File: src/rtl/alu_result_serializer_pkg.sv
// Shared widths, beat-index type, FSM state and beat selection for the
// ALU result serializer and the logic-unit wrappers.
package alu_result_serializer_pkg;

  localparam int unsigned RES_W  = 67;
  localparam int unsigned WORD_W = 32;
  localparam int unsigned NBEATS = 3;

  typedef logic [1:0] beat_idx_t;

  localparam beat_idx_t LAST_IDX = beat_idx_t'(NBEATS - 1);

  typedef enum logic {
    IDLE,
    SEND
  } state_e;

  // Select one 32-bit beat from the held result; the top beat is zero-extended.
  function automatic logic [WORD_W-1:0] beat_word(input logic [RES_W-1:0] hold,
                                                  input beat_idx_t         idx);
    case (idx)
      2'd0:    return hold[WORD_W-1:0];
      2'd1:    return hold[2*WORD_W-1:WORD_W];
      default: return {{(3*WORD_W-RES_W){1'b0}}, hold[RES_W-1:2*WORD_W]};
    endcase
  endfunction

endpackage

File: src/rtl/alu_result_serializer_fit_check.sv
// Combinational sign-fit detector: the result fits in 32 signed bits when
// bits 66:31 are all zeros or all ones. Shared with the shifter path.
module result_fit_check
  import alu_result_serializer_pkg::*;
(
  input  logic [RES_W-WORD_W:0] upper_i,
  output logic                  fits32_o
);

  // Sign extension check over the upper slice (bit 31 included).
  always_comb begin
    fits32_o = (&upper_i) | ~(|upper_i);
  end

endmodule

File: src/rtl/alu_result_serializer.sv
// Serializes a 67-bit ALU result into 32-bit beats over valid/ready, with
// optional single-beat emission when the result fits in 32 signed bits.
module alu_result_serializer
  import alu_result_serializer_pkg::*;
(
  input  logic              clk,
  input  logic              rst_n,
  input  logic [RES_W-1:0]  res_in,
  input  logic              res_valid,
  output logic              res_ready,
  input  logic              compact_en,
  output logic [WORD_W-1:0] word_out,
  output logic              word_valid,
  input  logic              word_ready,
  output logic [1:0]        word_idx,
  output logic              word_last,
  output logic              fits32
);

  state_e            state_q;
  logic [RES_W-1:0]  hold_q;
  beat_idx_t         idx_q;
  beat_idx_t         idx_d;
  logic [WORD_W-1:0] word_out_q;
  logic              word_valid_q;
  logic              word_last_q;
  logic              fits32_q;
  logic              fit_now;
  logic              accept;
  logic              advance;

  result_fit_check u_fit (
    .upper_i  (res_in[RES_W-1:WORD_W-1]),
    .fits32_o (fit_now)
  );

  // Ready in IDLE, or on the final-beat handshake so results chain without a bubble.
  assign res_ready = (state_q == IDLE) || (word_last_q && word_ready);

  assign accept  = res_valid && res_ready;
  assign advance = word_valid_q && word_ready;

  // Next beat index within the current result.
  always_comb begin
    idx_d = beat_idx_t'(idx_q + 2'd1);
  end

  // Capture / beat-advance FSM with all outputs registered.
  always_ff @(posedge clk or negedge rst_n) begin
    if (!rst_n) begin
      state_q      <= IDLE;
      hold_q       <= '0;
      idx_q        <= '0;
      word_out_q   <= '0;
      word_valid_q <= 1'b0;
      word_last_q  <= 1'b0;
      fits32_q     <= 1'b0;
    end else if (accept) begin
      // Beat 0 is taken straight from res_in so it is valid the next cycle.
      state_q      <= SEND;
      hold_q       <= res_in;
      fits32_q     <= fit_now;
      idx_q        <= '0;
      word_out_q   <= res_in[WORD_W-1:0];
      word_valid_q <= 1'b1;
      word_last_q  <= compact_en && fit_now;
    end else if (advance) begin
      if (word_last_q) begin
        state_q      <= IDLE;
        idx_q        <= '0;
        word_out_q   <= '0;
        word_valid_q <= 1'b0;
        word_last_q  <= 1'b0;
      end else begin
        idx_q       <= idx_d;
        word_out_q  <= beat_word(hold_q, idx_d);
        word_last_q <= (idx_d == LAST_IDX);
      end
    end
  end

  assign word_out   = word_out_q;
  assign word_valid = word_valid_q;
  assign word_idx   = idx_q;
  assign word_last  = word_last_q;
  assign fits32     = fits32_q;

endmodule

File: config.mk
export PLATFORM = sky130hd
export DESIGN_NAME = alu_result_serializer
export DESIGN_NICKNAME = d
export VERILOG_FILES = /design/src/rtl/alu_result_serializer_pkg.sv /design/src/rtl/alu_result_serializer_fit_check.sv /design/src/rtl/alu_result_serializer.sv
export SDC_FILE = /design/constraint.sdc
export NUM_CORES = 1
export LEC_CHECK = 0
export ABC_AREA = 1
export CORE_AREA = 5 5 143 145
export CTS_CLUSTER_DIAMETER = 60
export DETAILED_ROUTE_END_ITERATION = 10
export DIE_AREA = 0 0 148 150
export PLACE_DENSITY_LB_ADDON = 0.25
export SLEW_MARGIN = 25
export SYNTH_ARGS = -nofsm -noshare
export SYNTH_HDL_FRONTEND = slang
export SYNTH_SLANG_ARGS = --single-unit
export TNS_END_PERCENT = 5
File: constraint.sdc
create_clock -name clk -period 3.1 [get_ports clk]
set_clock_uncertainty 0.1 [all_clocks]
set_input_delay 0.62 -clock clk [delete_from_list [all_inputs] [get_ports clk]]
set_output_delay 0.62 -clock clk [all_outputs]
set_load 0.03 [all_outputs]
==> impl_summary.txt, run 1 <==
----------------------------------------------------
[Worst setup path]
  CP Buf/Inv Count ... 2
  Cell type with the highest occurrence count on the critical path ... sky130_fd_sc_hd__clkdlybuf4s50_1
  Largest fanout on the critical path ... 3
  Worst path required time ... 2.38 ns
  Endpoint of the most critical setup path ... res_ready
  Setup slack of the most critical reg-to-reg path ... ~1.1 ns
  CP endpoint kind ... primary output
  Sequence of cells on the critical path ... clkdlybuf4s50_1 > nand2_1 > nand2_2 > clkdlybuf4s50_1
  Instance count on the critical path ... 4
  Launching point of the worst reg2reg path ... word_idx[0]
  Critical path origin ... word_ready
  Slowest-stage cell, CP ... sky130_fd_sc_hd__clkdlybuf4s50_1
  Stage delay of the slowest cell on the critical path ... 0.72 ns
  Data arrival time of the critical path ... 1.97 ns
  Crit path max-delay family ... buffers and inverters
  Terminus of the critical flop-to-flop path ... word_out[23]
  Path type of the worst setup path ... in -> out
  FF-to-FF path depth ... 7
  Critical path launch point type ... input port

[Detailed routing]
  Total Routed Length ... 13200 um
  Via density ... about 4.2
  Post-route ant nets ... 0
  Initial DRT Pass Iterations ... 6
  Post-DR wirelength/cell ... 14.3 um
  Total vias in the final route ... about 3900
  Starting DRC count in detailed routing ... 159
  DRC violation count after routing ... 0

[Global route]
  Global-route wire length before repair ... 21300 um
  Most Crowded Layer GR ... met2
  Met2 usage in global routing ... roughly a fifth
  Total Routing Usage GR ... 12.2%
  Met3 routing resource usage after global routing ... 3.39%
  Met1 routing resource usage after global routing ... 17.3%
  Vias in the first global route ... 3975
  Antenna violations before repair ... 0
  Leftover overflow at the end of global routing ... 0
  Maximum number of pins on one net before global-route repair ... 54

[Floorplan]
  Placement row count ... between 50 and 60
  Effective utilization at floorplan ... 24.3%
  Core ar. ... about 0.019 sq mm
  DIE AREA ... 0.0222 sq mm
  Height of the die ... 150 um
  Ports placed on the boundary ... between 100 and 150
  DIE WIDTH ... between 100 and 150 um

[Clocking]
  H-Tree Depth ... 3
  Number of clock sinks seen by CTS ... between 100 and 150
  Root buffer cell ... sky130_fd_sc_hd__clkbuf_16
  Number of CTS-inserted buffers ... 9
  Worst-path clk slew ... around 0.07 ns
  Post-cts sizing count ... 0
  Buffers inserted during post-CTS setup optimization ... 0
  Hold-fix buffers at CTS ... 0
  CTS tree ... built
  Clock buffer depth ... 2
  Source-to-sink clock delay at the later pin of the worst-skew pair ... around 0.35 ns

[Timing]
  Hold Slack ... between 0.1 and 0.15 ns
  Max Slew Vio Count ... 0
  Post-route clock period utilization ... 86.7%
  Total Negative Setup Slacks ... 0 ns
  Shortest clock period the worst path allows after layout ... 2.69 ns
  Number of failing setup endpoints in the final timing report ... 0
  Actual transition at the worst max-transition pin ... ~0.72 ns
  Worst setup slack after layout ... 0.412 ns
  Highest attainable clock frequency ... between 300 and 400 MHz
  Final-report hold violation count ... 0
  Remaining max-slew budget at the tightest pin ... between 50% and 60%
  RSZ-0062 raised after global routing ... no

[Yosys]
  Post-Synthesis Mean Instance Area ... 8.05 sq um
  Synth warnings ... 0
  Mapped Cells ... roughly 580
  Portion of the post-synthesis area used by sequential elements ... 56.1%
  Net count of the mapped netlist ... 651
  Fraction of synthesized cell area taken by the top area cell type ... between 50% and 60%
  Cell accounting for the most synthesized area ... sky130_fd_sc_hd__dfrtp_1
  Synthesized flop and latch total ... 104
  Synth area leaders ... sky130_fd_sc_hd__dfrtp_1 56%, sky130_fd_sc_hd__nand2_1 20%, sky130_fd_sc_hd__nand3_1 3.8%
  Number of distinct library cells after synthesis ... 24
  Post-synthesis instance area ... 0.00464 sq mm

[Run status]
  Run status ... completed

[Layout]
  Combined area of the multi-input logic cells ... 0.00174 sq mm
  Fill cell total of the finished layout ... 2033
  Fin nets ... 756
  Layout area overhead ... 36.1%
  Layout cells sized above 1 ... 5.40%
  Sequential cell area ... 0.00260 sq mm
  N_diodes ... 0

[Min path]
  Hold WC Path Type ... in -> async

[Power]
  Standby leakage power ... slightly below 3 nW
  Power per unit of standard cell area ... 938 mW/mm^2
  Peak ir drop on the vdd network ... 0.290 mV
  Total power of the final layout ... 0.00592 W

[Placement]
  Placer congestion estimate ... 0.736
  Placement-stage worst setup slack ... 0.396 ns
  Hpwl dp ... 9440 um
  Buffers added on ports ... about 110

[Run]
  Max capacitance violation total ... 0

----------------------------------------------------
-- worst reg2reg max path, delay by kind of cell (launching register included) --
family                     cells  cell delay, ns
and+or+nand+nor                3            0.22
DFF                            1            0.43
AOI/OAI and AO/OA              1            0.08
buffers and inverters          2            0.46
adders and majority gates      1            0.63
-- how the worst min path moves through the flow --
stage	startpoint	to	slack [ns]	cells after the start
finish	rst_n	hold_q[24]	0.11	1
global route	rst_n	hold_q[24]	0.13	1
CTS	rst_n	hold_q[24]	0.11	1
detailed placement	hold_q[59]	hold_q[59]	0.36	2
global placement	hold_q[62]	hold_q[62]	0.36	2
floorplan	rst_n	fits32	0.22	0
-- report_power, final --
part	leakage [nW]	switching (W)	internal, W
clock	0.156	0.000521	0.000731
combinational	1.50	0.00150	0.000924
sequential	1.30	0.000279	0.00196
-- kinds of logic (layout without fill, tap and decap cells) --
kind of cell             count (synthesis)  count (layout)  share of synthesized area (%)
buffers and inverters                   70             179                           6.42
adder cells (fa/ha/maj)                  3               3                          0.809
AO/OA/AOI/OAI                           76              76                           8.82
flip-flops                             104             104                           56.1
AND/OR/NAND/NOR                        323             323                           27.8
-- registers in the layout (all words and copies together), names as in the netlist --
| signal | cells |
|---|---|
| hold_q | 67 |
| word_last | 1 |
| word_out | 32 |
| word_idx | 2 |
| fits32 | 1 |
| word_valid | 1 |
-- metal layers --
layer | share of wire (%) | vias to the layer above
li1 | - | 2030
met1 | 50 | 1802
met2 | 45 | 78
met3 | 4.5 | 6
met4 | 0.83 | 0
met5 | 0 | -
-- cells in the mapped netlist, drive strengths merged --
library cell and instances:
dfrtp 104, o21ai 62, a21oi 3, o211ai 4, nand2 249, buf 19, clkbuf 8, nand3 35
o22ai 3, ha 3, a221oi 2, o2111ai 1, nand4 4, nor2 35, o221ai 1, inv 43
-- per-stage QoR --
step                      cell area [sq um]  cells  util, %
after global placement                 5990    908     31.4
after detailed placement               5990    908     31.4
final                                  6310    923     33.1
after CTS                              6310    923     33.1
after global routing                   6310    923     33.1
after floorplan                        4640    576        -
-- placed cells by master (no fill, tap or decap), types with 2 or more instances in the layout --
master	count
sky130_fd_sc_hd__dfrtp_1	104
sky130_fd_sc_hd__o211ai_1	4
sky130_fd_sc_hd__nand2_2	3
sky130_fd_sc_hd__o21ai_1	33
sky130_fd_sc_hd__bufinv_16	2
sky130_fd_sc_hd__a21oi_1	3
sky130_fd_sc_hd__ha_1	3
sky130_fd_sc_hd__nor2_4	2
sky130_fd_sc_hd__clkdlybuf4s50_1	108
sky130_fd_sc_hd__nand4_1	4
sky130_fd_sc_hd__buf_4	12
sky130_fd_sc_hd__inv_2	3
sky130_fd_sc_hd__a221oi_1	2
sky130_fd_sc_hd__o21ai_0	29
sky130_fd_sc_hd__o22ai_1	3
sky130_fd_sc_hd__nand2_1	246
sky130_fd_sc_hd__inv_1	39
sky130_fd_sc_hd__nand3_1	35
sky130_fd_sc_hd__nor2_1	32
sky130_fd_sc_hd__clkbuf_16	9
-- cell type report --
| type | count | area share (%) |
|---|---|---|
| clock buffer | 11 | 3.85 |
| inverter | 43 | 2.58 |
| sequential | 104 | 41.2 |
| tap | 238 | 4.72 |
| multi-input combinational | 402 | 27.5 |
| clock inverter | 4 | 1.23 |
| timing repair buffer | 121 | 18.9 |
No activity file was read; power rests on OpenSTA's default activity.
==> run 2, diff against run 1 <==
--- a/config.mk
+++ b/config.mk
@@ -11,6 +11,7 @@
 export DETAILED_ROUTE_END_ITERATION = 10
 export DIE_AREA = 0 0 148 150
 export PLACE_DENSITY_LB_ADDON = 0.25
+export SKIP_LAST_GASP = 1
 export SLEW_MARGIN = 25
 export SYNTH_ARGS = -nofsm -noshare
 export SYNTH_HDL_FRONTEND = slang
==> results of run 2 <==
Final layout, timing and power as in run 1 (identical DEF).
